`config.mk`:
```
export PLATFORM = sky130hd
export DESIGN_NAME = regfile_sb
export DESIGN_NICKNAME = d
export VERILOG_FILES = /design/src/rtl/regfile_pkg.sv /design/src/rtl/regfile_scoreboard.sv /design/src/rtl/regfile_sb.sv
export SDC_FILE = /design/constraint.sdc
export NUM_CORES = 2
export LEC_CHECK = 0
export CAP_MARGIN = 20
export CORE_MARGIN = 2
export CORE_UTILIZATION = 61
export DETAILED_ROUTE_END_ITERATION = 6
export PLACE_DENSITY_LB_ADDON = 0.1
export SYNTH_ARGS = -nofsm -noshare
export SYNTH_HDL_FRONTEND = slang
export SYNTH_SLANG_ARGS = --single-unit
```
`constraint.sdc`:
```
create_clock -name clk -period 5.15 [get_ports clk]
set_input_delay 0.515 -clock clk [delete_from_list [all_inputs] [get_ports clk]]
set_output_delay 0.515 -clock clk [all_outputs]
set_load 0.02 [all_outputs]
```
`src/rtl/regfile_pkg.sv`:
```
// Shared parameter defaults and helpers for the scoreboarded register file.
package regfile_pkg;

    localparam int DEF_ADDR_SIZE  = 5;
    localparam int DEF_WORD_SIZE  = 32;
    localparam int DEF_READ_PORTS = 2;
    localparam int DEF_ZERO_REG   = 1;
    localparam int DEF_BYPASS     = 1;

    // Low bit of port `port` inside a packed bus of `width`-bit slices.
    function automatic int unsigned slice_lo(input int unsigned port, input int unsigned width);
        return port * width;
    endfunction

endpackage

```
`src/rtl/regfile_scoreboard.sv`:
```
// Per-register busy bits tracking outstanding long-latency producers.
module regfile_scoreboard
    import regfile_pkg::*;
#(
    parameter int ADDR_SIZE = DEF_ADDR_SIZE,
    parameter int ZERO_REG  = DEF_ZERO_REG
) (
    input  logic                  clk,
    input  logic                  rst,
    input  logic                  d_we,
    input  logic [ADDR_SIZE-1:0]  d_addr,
    input  logic                  res_valid,
    input  logic [ADDR_SIZE-1:0]  res_addr,
    output logic [2**ADDR_SIZE-1:0] busy,
    output logic                  res_ready,
    output logic                  res_set,
    output logic [ADDR_SIZE:0]    busy_count
);

    localparam int DEPTH = 2**ADDR_SIZE;

    logic [DEPTH-1:0]   busy_q, busy_d;
    logic [ADDR_SIZE:0] count_q, count_d;
    logic               wr_en, same, inc, dec;

    // Next busy vector and incremental population count; a same-address
    // write plus accepted reservation leaves the bit set.
    always_comb begin
        wr_en     = d_we && !(ZERO_REG != 0 && d_addr == '0);
        res_ready = !busy_q[res_addr] || (d_we && d_addr == res_addr);
        res_set   = res_valid && res_ready && !(ZERO_REG != 0 && res_addr == '0);
        same      = wr_en && res_set && (d_addr == res_addr);
        inc       = res_set && !busy_q[res_addr];
        dec       = wr_en && busy_q[d_addr] && !same;

        busy_d = busy_q;
        if (wr_en) busy_d[d_addr] = 1'b0;
        if (res_set) busy_d[res_addr] = 1'b1;

        count_d = count_q;
        if (inc && !dec) count_d = count_q + (ADDR_SIZE+1)'(1);
        else if (dec && !inc) count_d = count_q - (ADDR_SIZE+1)'(1);
    end

    // Busy state register with synchronous reset.
    always_ff @(posedge clk) begin
        if (rst) begin
            busy_q  <= '0;
            count_q <= '0;
        end else begin
            busy_q  <= busy_d;
            count_q <= count_d;
        end
    end

    assign busy       = busy_q;
    assign busy_count = count_q;

endmodule

```
`src/rtl/regfile_sb.sv`:
```
// Multi-port register file with optional zero register, write bypass and
// a reservation scoreboard.
module regfile_sb
    import regfile_pkg::*;
#(
    parameter int ADDR_SIZE  = DEF_ADDR_SIZE,
    parameter int WORD_SIZE  = DEF_WORD_SIZE,
    parameter int READ_PORTS = DEF_READ_PORTS,
    parameter int ZERO_REG   = DEF_ZERO_REG,
    parameter int BYPASS     = DEF_BYPASS
) (
    input  logic                             clk,
    input  logic                             rst,
    input  logic [READ_PORTS*ADDR_SIZE-1:0]  rd_addr,
    output logic [READ_PORTS*WORD_SIZE-1:0]  rd_data,
    output logic [READ_PORTS-1:0]            rd_busy,
    input  logic                             d_we,
    input  logic [ADDR_SIZE-1:0]             d_addr,
    input  logic [WORD_SIZE-1:0]             d_data,
    input  logic                             res_valid,
    input  logic [ADDR_SIZE-1:0]             res_addr,
    output logic                             res_ready,
    output logic [ADDR_SIZE:0]               busy_count
);

    localparam int DEPTH = 2**ADDR_SIZE;

    logic [WORD_SIZE-1:0] regs_q [DEPTH];
    logic [WORD_SIZE-1:0] regs_d [DEPTH];
    logic                 wr_en;
    logic [DEPTH-1:0]     busy;
    logic                 res_set;

    regfile_scoreboard #(
        .ADDR_SIZE (ADDR_SIZE),
        .ZERO_REG  (ZERO_REG)
    ) u_scoreboard (
        .clk        (clk),
        .rst        (rst),
        .d_we       (d_we),
        .d_addr     (d_addr),
        .res_valid  (res_valid),
        .res_addr   (res_addr),
        .busy       (busy),
        .res_ready  (res_ready),
        .res_set    (res_set),
        .busy_count (busy_count)
    );

    // Next data array contents; the zero register is never written.
    always_comb begin
        wr_en  = d_we && !(ZERO_REG != 0 && d_addr == '0);
        regs_d = regs_q;
        if (wr_en) regs_d[d_addr] = d_data;
    end

    // Data array register with synchronous reset.
    always_ff @(posedge clk) begin
        if (rst) regs_q <= '{default: '0};
        else     regs_q <= regs_d;
    end

    // Combinational read ports with forwarding of the in-flight write.
    always_comb begin
        logic [ADDR_SIZE-1:0] addr;
        logic [WORD_SIZE-1:0] data;
        logic                 hit;
        logic                 busy_bit;
        rd_data  = '0;
        rd_busy  = '0;
        addr     = '0;
        data     = '0;
        hit      = 1'b0;
        busy_bit = 1'b0;
        for (int unsigned p = 0; p < READ_PORTS; p++) begin
            addr = rd_addr[slice_lo(p, ADDR_SIZE) +: ADDR_SIZE];
            hit  = (BYPASS != 0) && wr_en && (d_addr == addr);
            if (ZERO_REG != 0 && addr == '0) begin
                data     = '0;
                busy_bit = 1'b0;
            end else if (hit) begin
                data     = d_data;
                busy_bit = res_set && (res_addr == addr);
            end else begin
                data     = regs_q[addr];
                busy_bit = busy[addr];
            end
            rd_data[slice_lo(p, WORD_SIZE) +: WORD_SIZE] = data;
            rd_busy[p] = busy_bit;
        end
    end

endmodule

```
## Word level (Yosys, flattened, before mapping)

Index checks and enable logic that the tools add are counted.

| operators by class | value |
|---|---|
| multiplexer cells | 33 |
| add/subtract/negate cells | 2 |
| shift-type cells | 0 |
| multipliers | 0 |
| bitwise operators | 6 |
| eq/ne operators | 5 |
| magnitude comparators | 10 |
| reduce and logical (&&, ||, !) cells | 30 |
| div/mod/pow operators | 0 |

Operators with widths:

| kind | count |
|---|---|
| $bwmux 1024 | 1 |
| $mux 32 | 11 |
| $bmux 32 s5 | 2 |
| $demux 32 s5 | 1 |
| $and 32x32->32 | 1 |
| $not 32->32 | 1 |
| $or 32x32->32 | 1 |
| $eq 5x5->1 | 5 |
| $lt 5x6->1 const B | 4 |
| $bmux 1 s5 | 4 |
| $logic_not 5->1 | 4 |
| $ge 6x6->1 const B | 3 |
| $logic_and 1x1->1 | 18 |
| $not 5->6 | 3 |
| $mux 6 | 2 |
| $demux 1 s5 | 2 |
| $ge 5x1->1 const B | 2 |
| $mux 1 | 10 |
| $add 6x1->6 const B | 1 |
| $logic_not 1->1 | 6 |
| $lt 6x1->1 const B | 1 |
| $sub 6x1->6 const B | 1 |
| $reduce_bool 2->1 | 1 |
| $logic_or 1x1->1 | 1 |

| storage, ports and cells | value |
|---|---|
| memory bits (writable) | 0 |
| ROM bits | 0 |
| latch bits | 0 |
| memories | 0 |
| register bits | 1,062 |
| word-level logic and storage cells | 120 |
| bits of input ports | 56 |
| output and inout port bits | 73 |

## Logic depth before layout (Yosys ltp)

| depth | value |
|---|---|
| word-level depth | 13 |
| gate-level depth with buffers | 15 |

## Cells and area by module

Synthesis repeated with hierarchy kept, for this count alone.

| unflattened totals | value |
|---|---|
| cell total of the unflattened synthesis | 6,427 |
| area total of the unflattened synthesis | 55,649.6 µm² |

Modules (own cells, without submodules):

| module | times used | area each (µm²) | cells an instance |
|---|---|---|---|
| regfile_sb | 1 | 52,673.0 | 6,042 |
| regfile_scoreboard | 1 | 2,976.6 | 385 |

## Worst setup path after synthesis

OpenSTA, ideal clock, no wires.

| timing path | value |
|---|---|
| path type | in2reg |
| from | in res_addr[1] |
| to | reg u_scoreboard.count_q[5] (netlist: u_scoreboard.busy_count[5]) |
| buffers on the path | 2 |
| slack | 1.354 ns |
| data required time | 5.029 ns |
| setup time | 0.121 ns |
| cell stages on the path | 15 |
| arrival time | 3.675 ns |
| cells stage by stage | buf_2 -> clkbuf_1 -> mux2i_1 -> o22ai_1 -> nor4_4 -> mux2i_1 -> nor2_1 -> ha_1 -> inv_1 -> ha_1 -> a21o_1 -> a21o_1 -> a211o_1 -> o211ai_1 -> mux2_2 |

| on the way | value |
|---|---|
| cells in the longest elaborated chain, start to end | 13 |
| elaborated cells on any way between the ends | 21 |

RTL lines:

| what | RTL line | source |
|---|---|---|
| from (decl) | regfile_sb.sv:21 | `input logic [ADDR_SIZE-1:0] res_addr,` |
| $bmux 1 s5 | regfile_scoreboard.sv:30, regfile_scoreboard.sv:33 |  |
| $mux 1 (implied by the code) | regfile_scoreboard.sv:30, regfile_scoreboard.sv:33 |  |
| $logic_not 1->1 | regfile_scoreboard.sv:30, regfile_scoreboard.sv:33 |  |
| $logic_or 1x1->1 | regfile_scoreboard.sv:30 | `res_ready = !busy_q[res_addr] \|\| (d_we && d_addr == res_addr);` |
| $logic_and 1x1->1 (2 in a row) | regfile_scoreboard.sv:31 | `res_set = res_valid && res_ready && !(ZERO_REG != 0 && res_addr == '0);` |
| $logic_and 1x1->1 (2 in a row) | regfile_scoreboard.sv:32 | `same = wr_en && res_set && (d_addr == res_addr);` |
| $logic_not 1->1 | regfile_scoreboard.sv:34 | `dec = wr_en && busy_q[d_addr] && !same;` |
| $logic_and 1x1->1 | regfile_scoreboard.sv:34 |  |
| $logic_not 1->1 | regfile_scoreboard.sv:41 | `if (inc && !dec) count_d = count_q + (ADDR_SIZE+1)'(1);` |
| $logic_and 1x1->1 | regfile_scoreboard.sv:41 |  |
| $mux 6 / $reduce_bool 2->1 (equally long branches) | n/a |  |
| to (signal assigned) | regfile_scoreboard.sv:52 | `count_q <= count_d;` |
| to (decl) | regfile_scoreboard.sv:23 | `logic [ADDR_SIZE:0] count_q, count_d;` |

Several ways; a longest one is shown, not always the timed one. The select of a mux whose other input is x is not followed.
A chain may end at the register's enable or synchronous reset.

## Worst setup path in the final report

| timing path | value |
|---|---|
| from | in d_addr[0] |
| to | out rd_data[45] |

| on the way | value |
|---|---|
| cells in the longest elaborated chain, start to end | 6 |
| elaborated cells on any way between the ends | 7 |

RTL lines:

| what | RTL line | source |
|---|---|---|
| from (decl) | regfile_sb.sv:18 | `input logic [ADDR_SIZE-1:0] d_addr,` |
| $logic_not 5->1 | regfile_sb.sv:52 | `wr_en = d_we && !(ZERO_REG != 0 && d_addr == '0);` |
| $logic_not 1->1 | regfile_sb.sv:52 |  |
| $logic_and 1x1->1 | regfile_sb.sv:52 |  |
| $logic_and 1x1->1 (*) | regfile_sb.sv:77 | `hit = (BYPASS != 0) && wr_en && (d_addr == addr);` |
| $mux 32 (*) | regfile_sb.sv:81 | `end else if (hit) begin` |
| $mux 32 (*) | regfile_sb.sv:78 | `if (ZERO_REG != 0 && addr == '0) begin` |
| to (decl) | regfile_sb.sv:15 | `output logic [READ_PORTS*WORD_SIZE-1:0] rd_data,` |

Every way passes the cells marked *; elsewhere a longest branch is shown, timed or not.

==> results.tsv <==
stage	metric	value	unit
outcome	outcome	completed	
critical_path	path_class	in -> out	
clock_network	clock_latency	0.70	ns
cells_and_area	fillerInstances	6942	
routing	top_layer	met5	
floorplan	die_y	304	um
clock_network	ctsHoldBuffers	0	
logic_synthesis	synth_common_cells	nand2_1 (2078), dfxtp_1 (1062), a21oi_1 (1017)	
grt	grt_pass1_wl	315000	um
critical_path	rr_startpoint	u_scoreboard.busy[20]$_SDFF_PP0_	
critical_path	cp.arrival	4.41	ns
sta	grt_setup_unrepaired	no	
floorplan	core-area	89600	sq um
sta	setup_violations	0	
floorplan	die_area	92400	sq um
routing	wl_per_cell	30.7	um
routing	drt_iter0_markers	9025	
cells_and_area	drive_gt1_share	18.6	%
placed_design	place_congestion	0.948	
routing	vias_per_cell	7.05	
sta	fin_skew	0.0146	ns
cells_and_area	multi_input_area	31200	sq um
grt	grt_max_degree	164	
logic_synthesis	syn_nets	6039	
routing	drc	0	
cells_and_area	final_nets	5838	
routing	drt-total-wl	217000	um
pwr	p_leak	19.6	nW
routing	met3_length	33600	um
critical_path	worstPathRequired	4.64	ns
logic_synthesis	ys_ff_latch	1062	
logic_synthesis	synth_top_area_share	38.7	%
critical_path	crit_path_end	rd_data[45]	
logic_synthesis	yosys-top-cells-area	dfxtp_1 (39%), mux4_2 (26%), nand2_1 (14%)	
placed_design	hpwl	127000	um
cells_and_area	area_delta_synth_final	11.4	%
hold_path	min_path_type	in -> reg	
floorplan	initial_core_util	61.3	%
critical_path	r2r-end	u_scoreboard.busy_count[5]$_SDFFE_PP0P_	
logic_synthesis	ys_async_sr_fraction	0	%
clock_network	postCtsSetupBuffers	0	
floorplan	die_w	304	um
routing	first_pass_iters	7	
routing	vias	49672	
sta	finalCritPeriodShare	95.6	%
sta	slew_viol_final	0	
critical_path	crit_start	d_addr[0]	
logic_synthesis	avgSynthCellArea	9.19	sq um
cells_and_area	finalNonFillerCells	7049	
pwr	ir_drop	341	uV
placed_design	post-place-ws	0.272	ns
placed_design	portBuffers	128	
critical_path	ff2ff_setup_slack	1.23	ns
sta	fin_ws	0.225	ns
sta	maxSlewHeadroom	17.1	%
grt	overflow	0	
clock_network	cts.htree.levels	3	
clock_network	root_buffer	clkbuf_16	
logic_synthesis	syn_inst	5977	
pwr	p_total	0.0184	W
clock_network	path_clk_slew	0.06	ns
sta	fmax	203	MHz
job	cap_violations	0	
floorplan	pin_count	129	
cells_and_area	seq_area	21300	sq um
grt	grt_usage	46.1	%
sta	fin_crit	4.92	ns
logic_synthesis	yosysSeqAreaShare	38.7	%
clock_network	clock_sinks	1062	
logic_synthesis	ys.flop_type	dfxtp_1	
clock_network	cts_tree	built	
sta	worst_hold_slack	0.345	ns
floorplan	rows	110	
logic_synthesis	synth_area	54900	sq um
critical_path	cp_max_fo	16	
routing	met1_length	74700	um
routing	final_antenna_net_count	0	
clock_network	cts_buffers	112	
critical_path	start_kind	input pin	
logic_synthesis	ys_types	60	
logic_synthesis	synthMostInstantiatedCell	nand2_1	
grt	grt_pass1_vias	46765	
placed_design	place_inst	6838	
critical_path	rr_worst_depth	13	
logic_synthesis	yosysWarnings	0	
clock_network	cts_resized	0	
logic_synthesis	synth_top_area_cell	dfxtp_1	
routing	dr_wl_met2	92000	um
grt	antenna_found_initial	20	
pwr	power_density	301	nW/um^2
critical_path	setup.worst_path.end_class	output port	
clock_network	clockBufferDepth	3	
logic_synthesis	synth_edf_count	0	
sta	worstMarginPinSlew	1.24	ns
sta	hold_viol_final	0	
sta	setup_tns	0	ns
per-layer routing:
layer / vias up / track usage (%)
met5: - / 0
met1: 23919 / 59.7
met3: 1064 / 15.8
met2: 4075 / 65.9
li1: 20580 / -
met4: 34 / 30.5
critical path, stage by stage:
cell and delay, ns:
clkdlybuf4s50_1 0.67, buf_4 0.35, o41ai_4 0.61, nor4_4 0.11
nor2_1 0.89, a22o_1 0.55, clkdlybuf4s50_1 0.71
final cells by class:
| cell class | instances | area share (%) |
|---|---|---|
| Timing Repair Buffer | 331 | 5.45 |
| Clock buffer | 164 | 5.36 |
| Inverter | 9 | 0.0552 |
| Clock inverter | 39 | 0.849 |
| Antenna cell | 8 | 0.0327 |
| Tap cell | 1176 | 2.41 |
| Sequential cell | 1062 | 34.8 |
| Multi-Input combinational cell | 4260 | 51.1 |
cell usage in the layout (no fill, tap or decap), types with 32 or more instances in the layout:
cell | Yosys | layout
a221o_1 | 32 | 32
buf_12 | 0 | 41
nor2_1 | 70 | 43
nor2b_1 | 73 | 73
buf_4 | 9 | 165
dfxtp_1 | 1062 | 1062
mux4_2 | 623 | 623
nand2_1 | 2078 | 2048
o21ai_1 | 33 | 33
clkbuf_16 | 0 | 112
mux2i_1 | 87 | 87
a21oi_1 | 1017 | 1017
clkdlybuf4s50_1 | 0 | 118
metrics by stage:
stage          instance area [sq um]  utilization (%)
5_1_grt                        61100             68.2
3_3_place_gp                   57300             64.0
4_1_cts                        61100             68.2
6_report                       61200             68.3
3_5_place_dp                   57300             64.0
2_1_floorplan                  54900                -
power by group:
part	internal, W	total (W)	switching, W
clock	0.00486	0.00840	0.00354
combinational	0.000570	0.00168	0.00111
sequential	0.00828	0.00834	0.0000563
total	0.0137	0.0184	0.00470
logic make-up after synthesis:
group / share of synthesized area [%]
multiplexers: 27.2
AND/OR/NAND/NOR: 16.5
flip-flops: 38.7
adder cells (fa/ha/maj): 0.150
buffers and inverters: 4.98
AO/OA/AOI/OAI: 12.0
XOR/XNOR: 0.463
flip-flops by register name, indices dropped and copies added, names as in the netlist:
| name | count |
|---|---|
| u_scoreboard.busy | 32 |
| u_scoreboard.busy_count | 6 |
| regs_q | 1024 |
how the worst min path moves through the flow:
stage                                   startpoint  slack [ns]  depth (start not counted)                              end
after CTS                                      rst        0.38                          2  u_scoreboard.busy[0]$_SDFF_PP0_
after floorplan           regs_q[160]$_SDFFE_PP0P_        0.44                          2         regs_q[160]$_SDFFE_PP0P_
after detailed placement  regs_q[148]$_SDFFE_PP0P_        0.46                          2         regs_q[148]$_SDFFE_PP0P_
after global placement    regs_q[399]$_SDFFE_PP0P_        0.45                          2         regs_q[399]$_SDFFE_PP0P_
after global routing                           rst        0.42                          2  u_scoreboard.busy[0]$_SDFF_PP0_
final                                          rst        0.34                          2  u_scoreboard.busy[0]$_SDFF_PP0_
No activity file was read; power rests on OpenSTA's default activity.
